$ cat config.mk
export PLATFORM = sky130hd
export DESIGN_NAME = iterative_subtractor
export DESIGN_NICKNAME = d
export VERILOG_FILES = /design/src/rtl/arith_pkg.sv /design/src/rtl/full_subtractor.sv /design/src/rtl/iterative_subtractor.sv
export SDC_FILE = /design/constraint.sdc
export NUM_CORES = 1
export LEC_CHECK = 0
export CORE_UTILIZATION = 45
export CTS_CLUSTER_DIAMETER = 100
export DETAILED_ROUTE_END_ITERATION = 7
export GPL_TIMING_DRIVEN = 0
export PLACE_DENSITY = 0.75
export SETUP_SLACK_MARGIN = 0.3
export SYNTH_ARGS = -nofsm -noshare
export SYNTH_HDL_FRONTEND = slang
export SYNTH_SLANG_ARGS = --single-unit
export TNS_END_PERCENT = 5
$ cat constraint.sdc
create_clock -name clk -period 9.6 [get_ports clk]
set_clock_uncertainty 0.1 [all_clocks]
set_input_delay 1.92 -clock clk [delete_from_list [all_inputs] [get_ports clk]]
set_output_delay 1.92 -clock clk [all_outputs]
set_load 0.05 [all_outputs]
$ cat src/rtl/arith_pkg.sv
// Shared arithmetic definitions for the iterative datapath blocks.
package arith_pkg;

  // Control states of the chunked subtractor.
  typedef enum logic [1:0] {
    IDLE = 2'd0,
    BUSY = 2'd1,
    DONE = 2'd2
  } sub_state_t;

  // Width of a counter able to hold 0..steps-1; never narrower than 1 bit.
  function automatic int clog2_steps(input int steps);
    int w;
    w = 1;
    while ((1 << w) < steps) w = w + 1;
    return w;
  endfunction

endpackage

$ cat src/rtl/full_subtractor.sv
// Single-bit full subtractor: d = a - b - bin, with borrow out.
module full_subtractor (
  input  logic a,
  input  logic b,
  input  logic bin,
  output logic d,
  output logic bout
);

  assign d    = a ^ b ^ bin;
  assign bout = (~a & b) | (~(a ^ b) & bin);

endmodule

$ cat src/rtl/iterative_subtractor.sv
// Multi-cycle ripple-borrow subtractor: diff = a - b - bin, K bits per cycle
// over N/K cycles, with valid/ready handshakes on operands and result.
module iterative_subtractor
  import arith_pkg::*;
#(
  parameter int N = 8,
  parameter int K = 4
) (
  input  logic         clk,
  input  logic         rst,
  input  logic         in_valid,
  output logic         in_ready,
  input  logic [N-1:0] a,
  input  logic [N-1:0] b,
  input  logic         bin,
  output logic         out_valid,
  input  logic         out_ready,
  output logic [N-1:0] diff,
  output logic         bout,
  output logic         ovf
);

  localparam int STEPS = (K >= 1) ? (N / K) : 1;
  localparam int IDX_W = clog2_steps(STEPS);

  if (N < 1 || K < 1 || K > N || ((K >= 1) ? (N % K) : 1) != 0) begin : g_param_check
    $error("iterative_subtractor: need N >= 1, 1 <= K <= N and N %% K == 0");
  end

  sub_state_t       state;
  logic [IDX_W-1:0] idx;
  logic [N-1:0]     a_q;
  logic [N-1:0]     b_q;
  logic             bin_q;
  logic [N-1:0]     diff_q;
  logic             brw_q;
  logic             bout_q;
  logic             ovf_q;

  logic [K-1:0]     a_chunk;
  logic [K-1:0]     b_chunk;
  logic [K-1:0]     d_chunk;
  logic [K:0]       chain;
  logic             last;

  // Select the operand chunk addressed by the chunk index.
  always_comb begin
    a_chunk = '0;
    b_chunk = '0;
    for (int j = 0; j < STEPS; j++) begin
      if (idx == IDX_W'(j)) begin
        a_chunk = a_q[j*K +: K];
        b_chunk = b_q[j*K +: K];
      end
    end
  end

  // Chunk 0 borrows from the operation's bin; later chunks from the previous chunk.
  assign chain[0] = (idx == '0) ? bin_q : brw_q;
  assign last     = (idx == IDX_W'(STEPS - 1));

  for (genvar i = 0; i < K; i++) begin : g_chain
    full_subtractor u_fs (
      .a    (a_chunk[i]),
      .b    (b_chunk[i]),
      .bin  (chain[i]),
      .d    (d_chunk[i]),
      .bout (chain[i+1])
    );
  end

  // Operand capture on acceptance; these are pure data and carry no reset.
  always_ff @(posedge clk) begin
    if (state == IDLE && in_valid) begin
      a_q   <= a;
      b_q   <= b;
      bin_q <= bin;
    end
  end

  // Control FSM, chunk counter, borrow chain register and result registers.
  always_ff @(posedge clk or posedge rst) begin
    if (rst) begin
      state  <= IDLE;
      idx    <= '0;
      brw_q  <= 1'b0;
      diff_q <= '0;
      bout_q <= 1'b0;
      ovf_q  <= 1'b0;
    end else begin
      case (state)
        IDLE: begin
          if (in_valid) begin
            idx   <= '0;
            brw_q <= 1'b0;
            state <= BUSY;
          end
        end
        BUSY: begin
          for (int j = 0; j < STEPS; j++) begin
            if (idx == IDX_W'(j)) diff_q[j*K +: K] <= d_chunk;
          end
          brw_q <= chain[K];
          if (last) begin
            // The last chunk holds the sign bit, so the flags resolve here.
            bout_q <= chain[K];
            ovf_q  <= (a_q[N-1] ^ b_q[N-1]) & (d_chunk[K-1] ^ a_q[N-1]);
            idx    <= '0;
            state  <= DONE;
          end else begin
            idx <= idx + 1'b1;
          end
        end
        DONE: begin
          if (out_ready) state <= IDLE;
        end
        default: state <= IDLE;
      endcase
    end
  end

  assign in_ready  = (state == IDLE);
  assign out_valid = (state == DONE);
  assign diff      = diff_q;
  assign bout      = bout_q;
  assign ovf       = ovf_q;

endmodule

# After elaboration in Yosys (flattened, before gate mapping)
# Cells that the tools add are included.
word_totals:
  word_cells: 66
  ff_bits: 31
  output_inout_bits: 12
  inputBits: 21
op_classes:
  n_reduce_logical: 7
  n_bitwise: 32
  n_eq_ne: 5
  n_addsub: 1
  mux: 11
op_table:
  columns: ["operator", "n"]
  rows:
  - ["bitwise XOR 1 bit", 10]
  - ["bitwise AND 1 bit", 9]
  - ["NOT 1 bit", 9]
  - ["two-way mux 4 bit", 2]
  - ["two-way mux 2 bit", 3]
  - ["case mux 2 bit (3 select lines)", 1]
  - ["AND reduction 2 bit", 3]
  - ["!= test 2 bit, second input constant", 2]
  - ["OR 1 bit", 4]
  - ["case mux 1 bit (2 select lines)", 2]
  - ["two-way mux 1 bit", 3]
  - ["AND reduction 3 bit", 1]
  - ["equality test 2 x 1 -> 1 bit, second input constant", 1]
  - ["equality test 2 bit, second input constant", 1]
  - ["zero test 2 bit", 1]
  - ["!= test 2 x 1 -> 1 bit, second input constant", 1]
  - ["nonzero test 2 bit", 1]
  - ["adder 1 bit, second input constant", 1]
  - ["logical AND 1 bit", 1]

# Depth between registers and ports, before layout
logic_depth:
  depth_word: 12
  depth_mapped: 10

# Cells and area by module
# A second synthesis with hierarchy kept.
unflattened:
  hier_cells: 83
  area_unflattened_um2: 1308.8
modules_own_cells:
  columns: ["module", "area_per_inst_um2", "instances", "seq_area_each_um2", "cells_each"]
  rows:
  - ["iterative_subtractor", 1183.6, 1, 860.8, 67]
  - ["full_subtractor", 31.3, 4, 0.0, 4]

# Worst setup path after synthesis
# No wires, ideal clock.
synth_path:
  path_kind: "flip-flop to flip-flop"
  from: "reg idx"
  to: "reg ovf_q (netlist: ovf)"
  t_required_ns: 9.373
  path_stages_with_launch: 11
  path_buffers: 1
  path_slack_ns: 6.466
  arrival_ns: 2.906
  setup_ns: 0.127
  cell_sequence: "dfrtp_1 buf_2 mux2_2 fa_1 fa_1 fa_1 inv_1 fa_1 and3b_1 a21oi_1 o21ai_0"
synth_between:
  elab_chain_cells: 12
  word_cells_on_any_way: 26
  cone_classes: "mux: 3; bitwise: 22; reduce/logical: 1"
synth_lines:
  columns: ["item", "line_no", "text"]
  rows:
  - ["start: declaration", "iterative_subtractor.sv:31", "logic [IDX_W-1:0] idx;"]
  - ["start signal: assignment", "iterative_subtractor.sv:111", "idx <= idx + 1'b1;"]
  - ["two-way mux 4 bit", "iterative_subtractor.sv:51", "if (idx == IDX_W'(j)) begin"]
  - ["bitwise XOR 1 bit", "full_subtractor.sv:11", "assign bout = (~a & b) | (~(a ^ b) & bin);"]
  - ["NOT 1 bit", "full_subtractor.sv:11", null]
  - ["bitwise AND 1 bit", "full_subtractor.sv:11", null]
  - ["OR 1 bit", "full_subtractor.sv:11", null]
  - ["bitwise AND 1 bit", "full_subtractor.sv:11", null]
  - ["OR 1 bit", "full_subtractor.sv:11", null]
  - ["bitwise AND 1 bit", "full_subtractor.sv:11", null]
  - ["OR 1 bit", "full_subtractor.sv:11", null]
  - ["bitwise XOR 1 bit *", "full_subtractor.sv:10", "assign d = a ^ b ^ bin;"]
  - ["net g_chain[3].u_fs.d", "full_subtractor.sv:6", "output logic d,"]
  - ["bitwise XOR 1 bit *", "iterative_subtractor.sv:107", "ovf_q <= (a_q[N-1] ^ b_q[N-1]) & (d_chunk[K-1] ^ a_q[N-1]);"]
  - ["bitwise AND 1 bit *", "iterative_subtractor.sv:107", null]
  - ["end signal: assignment", "iterative_subtractor.sv:107", null]
  - ["end: declaration", "iterative_subtractor.sv:38", "logic ovf_q;"]
# Mark *: on every way through the listed nets, which the timed path passes. The rest lies on a longest branch.
# A chain may end at the register's enable or synchronous reset.

# Final worst setup path
layout_path:
  from: "reg state[0]"
  to: "out out_valid"
layout_between:
  elab_chain_cells: 1
layout_lines:
  columns: ["item", "line_no", "text"]
  rows:
  - ["start: declaration", "iterative_subtractor.sv:30", "sub_state_t state;"]
  - ["start signal: assignment", "iterative_subtractor.sv:84", "state <= IDLE;"]
  - ["start signal: assignment", "iterative_subtractor.sv:96", "state <= BUSY;"]
  - ["start signal: assignment", "iterative_subtractor.sv:109", "state <= DONE;"]
  - ["equality test 2 bit", "iterative_subtractor.sv:123", "assign out_valid = (state == DONE);"]
  - ["end: declaration", "iterative_subtractor.sv:16", "output logic out_valid,"]
# Every way passes these cells.

==> reports/results.ini <==
[status]
status=completed

[drt]
drc=0
via_count=769
routed_wl_mm=2.13
drt-initial-drc-count=9
drtAntennaViolNets=0
firstDrtPassIters=4
vias_per_cell=4.96
wire_per_inst_um=13.7

[setup_path]
max_stage_delay_ns=0.79
cp_num_buf_inv=2
crit_required_ns=7.58
worst-r2r-setup-slack_ns=6.22
cp-start-kind=register
slowest_stage=clkdlybuf4s50_1
cp.depth=3
r2r_start=idx$_DFFE_PP0P_
crit_path_end_kind=output port
critPathMaxFanout=6
cp.arrival_ns=1.77
reg2reg_to=ovf$_DFFE_PP0P_
crit_family=buffers and inverters
r2r_cells=10
cp_cell_sequence=nand2b_1 -> inv_1 -> clkdlybuf4s50_1
critPathKind=register to output port

[timing]
setup_viol=0
hold_viol_final=0
relSlewSlack_pct=58.1
max_freq_mhz=264
period_share_pct=39.5
tns_ns=0
tightest_slew_ns=0.629
whs_ns=0.385
slew_viol_final=0
rsz0062_at_grt=false
period_needed_ns=3.79

[global_routing]
gr-usage-met3_pct=5.83
top_usage_layer=met2
gr-total-overflow=0
met2_usage_pct=30.1
grt_use_total_pct=18.0
first_global_vias=785
grt_max_degree=18
grt_first_pass_wirelength_mm=3.42
globalRouteMet1Util_pct=19.2
antenna_found_initial=0

[floorplanning]
core_region_area_mm2=0.00257
design.die.area_mm2=0.00301
rows=18
die_x_um=54.8
fp.dieH_um=54.8
ios=33
start_util_pct=48.9

[logic_synthesis]
synth-seq-area-share_pct=68.5
synthesis.area_mm2=0.00126
syn_avg_cell_area_um2=14.8
syn_nets=110
synth-seq-cells=31
synth_cell_types=20
yosysWarnings=0
syn_inst=85

[cts]
clk_pin_slew_worst_paths_ns=0.09
clockRootBuffer=clkbuf_4
clockBufferDepth=2
cts_resized=0
cts_setup_buffers=0
cts_sinks=31
cts_buffers=5
cts_tree=done
htreeDepth=2
clkLatencyLatePin_ns=0.32
cts_hold_buf=0

[worst_hold_path]
min_to=diff[0]$_DFFE_PP0P_
hold_depth=2
min_path_type=register to register
worstHoldStart=diff[0]$_DFFE_PP0P_

[power_and_ir_drop]
power_density_mw_per_mm2=358
total_leakage_power_uw=0.000683
peakVddDrop_uv=246
power_uw=600

[layout]
insertedDiodeCount=0
nNetsFinal=149
instances_no_fill=155
drive_gt1_share_pct=12.0
finish.utilization_pct=65.2
synthToLayoutAreaGrowth_pct=33.2

[place]
hpwl_mm=1.60
io_buffers=32
place.gp.congestion=0.751
dpl.cell_count=147

[job]
cap_violations=0

cell families after synthesis:
kind of cell | Yosys count | share of synthesized area (%)
adder cells (fa/ha/maj) | 4 | 6.37
buffers and inverters | 7 | 2.79
multiplexers | 11 | 9.76
flip-flops | 31 | 68.5
AO/OA/AOI/OAI | 12 | 4.98
AND/OR/NAND/NOR | 20 | 7.57
where the power goes:
part	total, uW	switching (uW)	internal (uW)
Sequential	215	23.2	192
Combinational	309	188	120
Clock	75.7	40.6	35.1
Total	600	252	347
tightest hold or removal path, delay by kind of cell, from the launching register on:
family / cells / cell delay [ns]
AO/OA/AOI/OAI: 1 / 0.06
flip-flops: 1 / 0.35
AND/OR/NAND/NOR: 1 / 0.04
cells in the mapped netlist:
cell,n,area (um2)
nand2b_1,1,6.26
inv_1,4,15.0
o21ai_0,10,50.1
fa_1,4,80.1
buf_2,1,5.00
mux2_4,1,15.0
nor2_1,2,7.51
buf_6,1,11.3
a21oi_1,1,5.00
clkbuf_1,1,3.75
nand3b_1,1,7.51
nand2_1,13,48.8
or3b_1,1,8.76
mux2_2,6,67.6
edfxtp_1,17,510
dfrtp_1,14,350
o21bai_1,1,7.51
mux2i_1,4,40.0
and3b_1,1,8.76
or2b_1,1,7.51
routing by layer:
| metal | vias to the layer above | share of wire [%] |
|---|---|---|
| met5 | - | 0 |
| met4 | 0 | 2.6 |
| met3 | 7 | 6.7 |
| met2 | 33 | 52 |
| met1 | 356 | 38 |
| li1 | 373 | - |
flip-flops by register name, summed over array words and instances, names as in the netlist:
name / count
diff: 8
brw_q: 1
idx: 1
a_q: 8
ovf: 1
bin_q: 1
state: 2
bout: 1
b_q: 8
worst max path at each step:
stage	to	startpoint
after detailed placement	b_q[3]$_DFFE_PP_	in_valid
after global routing	out_valid	state[0]$_DFFE_PP0P_
after floorplan	ovf$_DFFE_PP0P_	idx$_DFFE_PP0P_
after CTS	in_ready	state[1]$_DFFE_PP0P_
after global placement	a_q[7]$_DFFE_PP_	in_valid
final	out_valid	state[0]$_DFFE_PP0P_
layout make-up:
cell class | instances | area, um2
Buffer | 3 | 20.0
Clock inverter | 1 | 3.75
Tap cell | 30 | 37.5
Sequential cell | 31 | 861
Timing Repair Buffer | 32 | 320
Multi-Input combinational cell | 47 | 360
Inverter | 4 | 15.0
Fill cell | 213 | 895
Clock buffer | 7 | 55.1
through the flow:
stage	setup slack, ns	area [um2]
2_1_floorplan	6.47	1260
3_3_place_gp	6.19	1610
3_5_place_dp	6.14	1610
4_1_cts	5.81	1670
5_1_grt	5.70	1670
6_report	5.81	1670
placed cells by master, fill, tap and decap left out, drive strengths merged:
cell type      synthesis  layout
nand2b                 1       1
o21bai                 1       1
clkinv                 0       1
nand2                 13      13
and3b                  1       1
dfrtp                 14      14
mux2                   7       7
or3b                   1       1
edfxtp                17      17
nor2                   2       2
inv                    4       4
o21ai                 10      10
nand3b                 1       1
a21oi                  1       1
clkbuf                 1       8
clkdlybuf4s50          0      32
or2b                   1       1
fa                     4       4
buf                    2       2
mux2i                  4       4
Note: power is estimated with default switching activity, not from simulation.
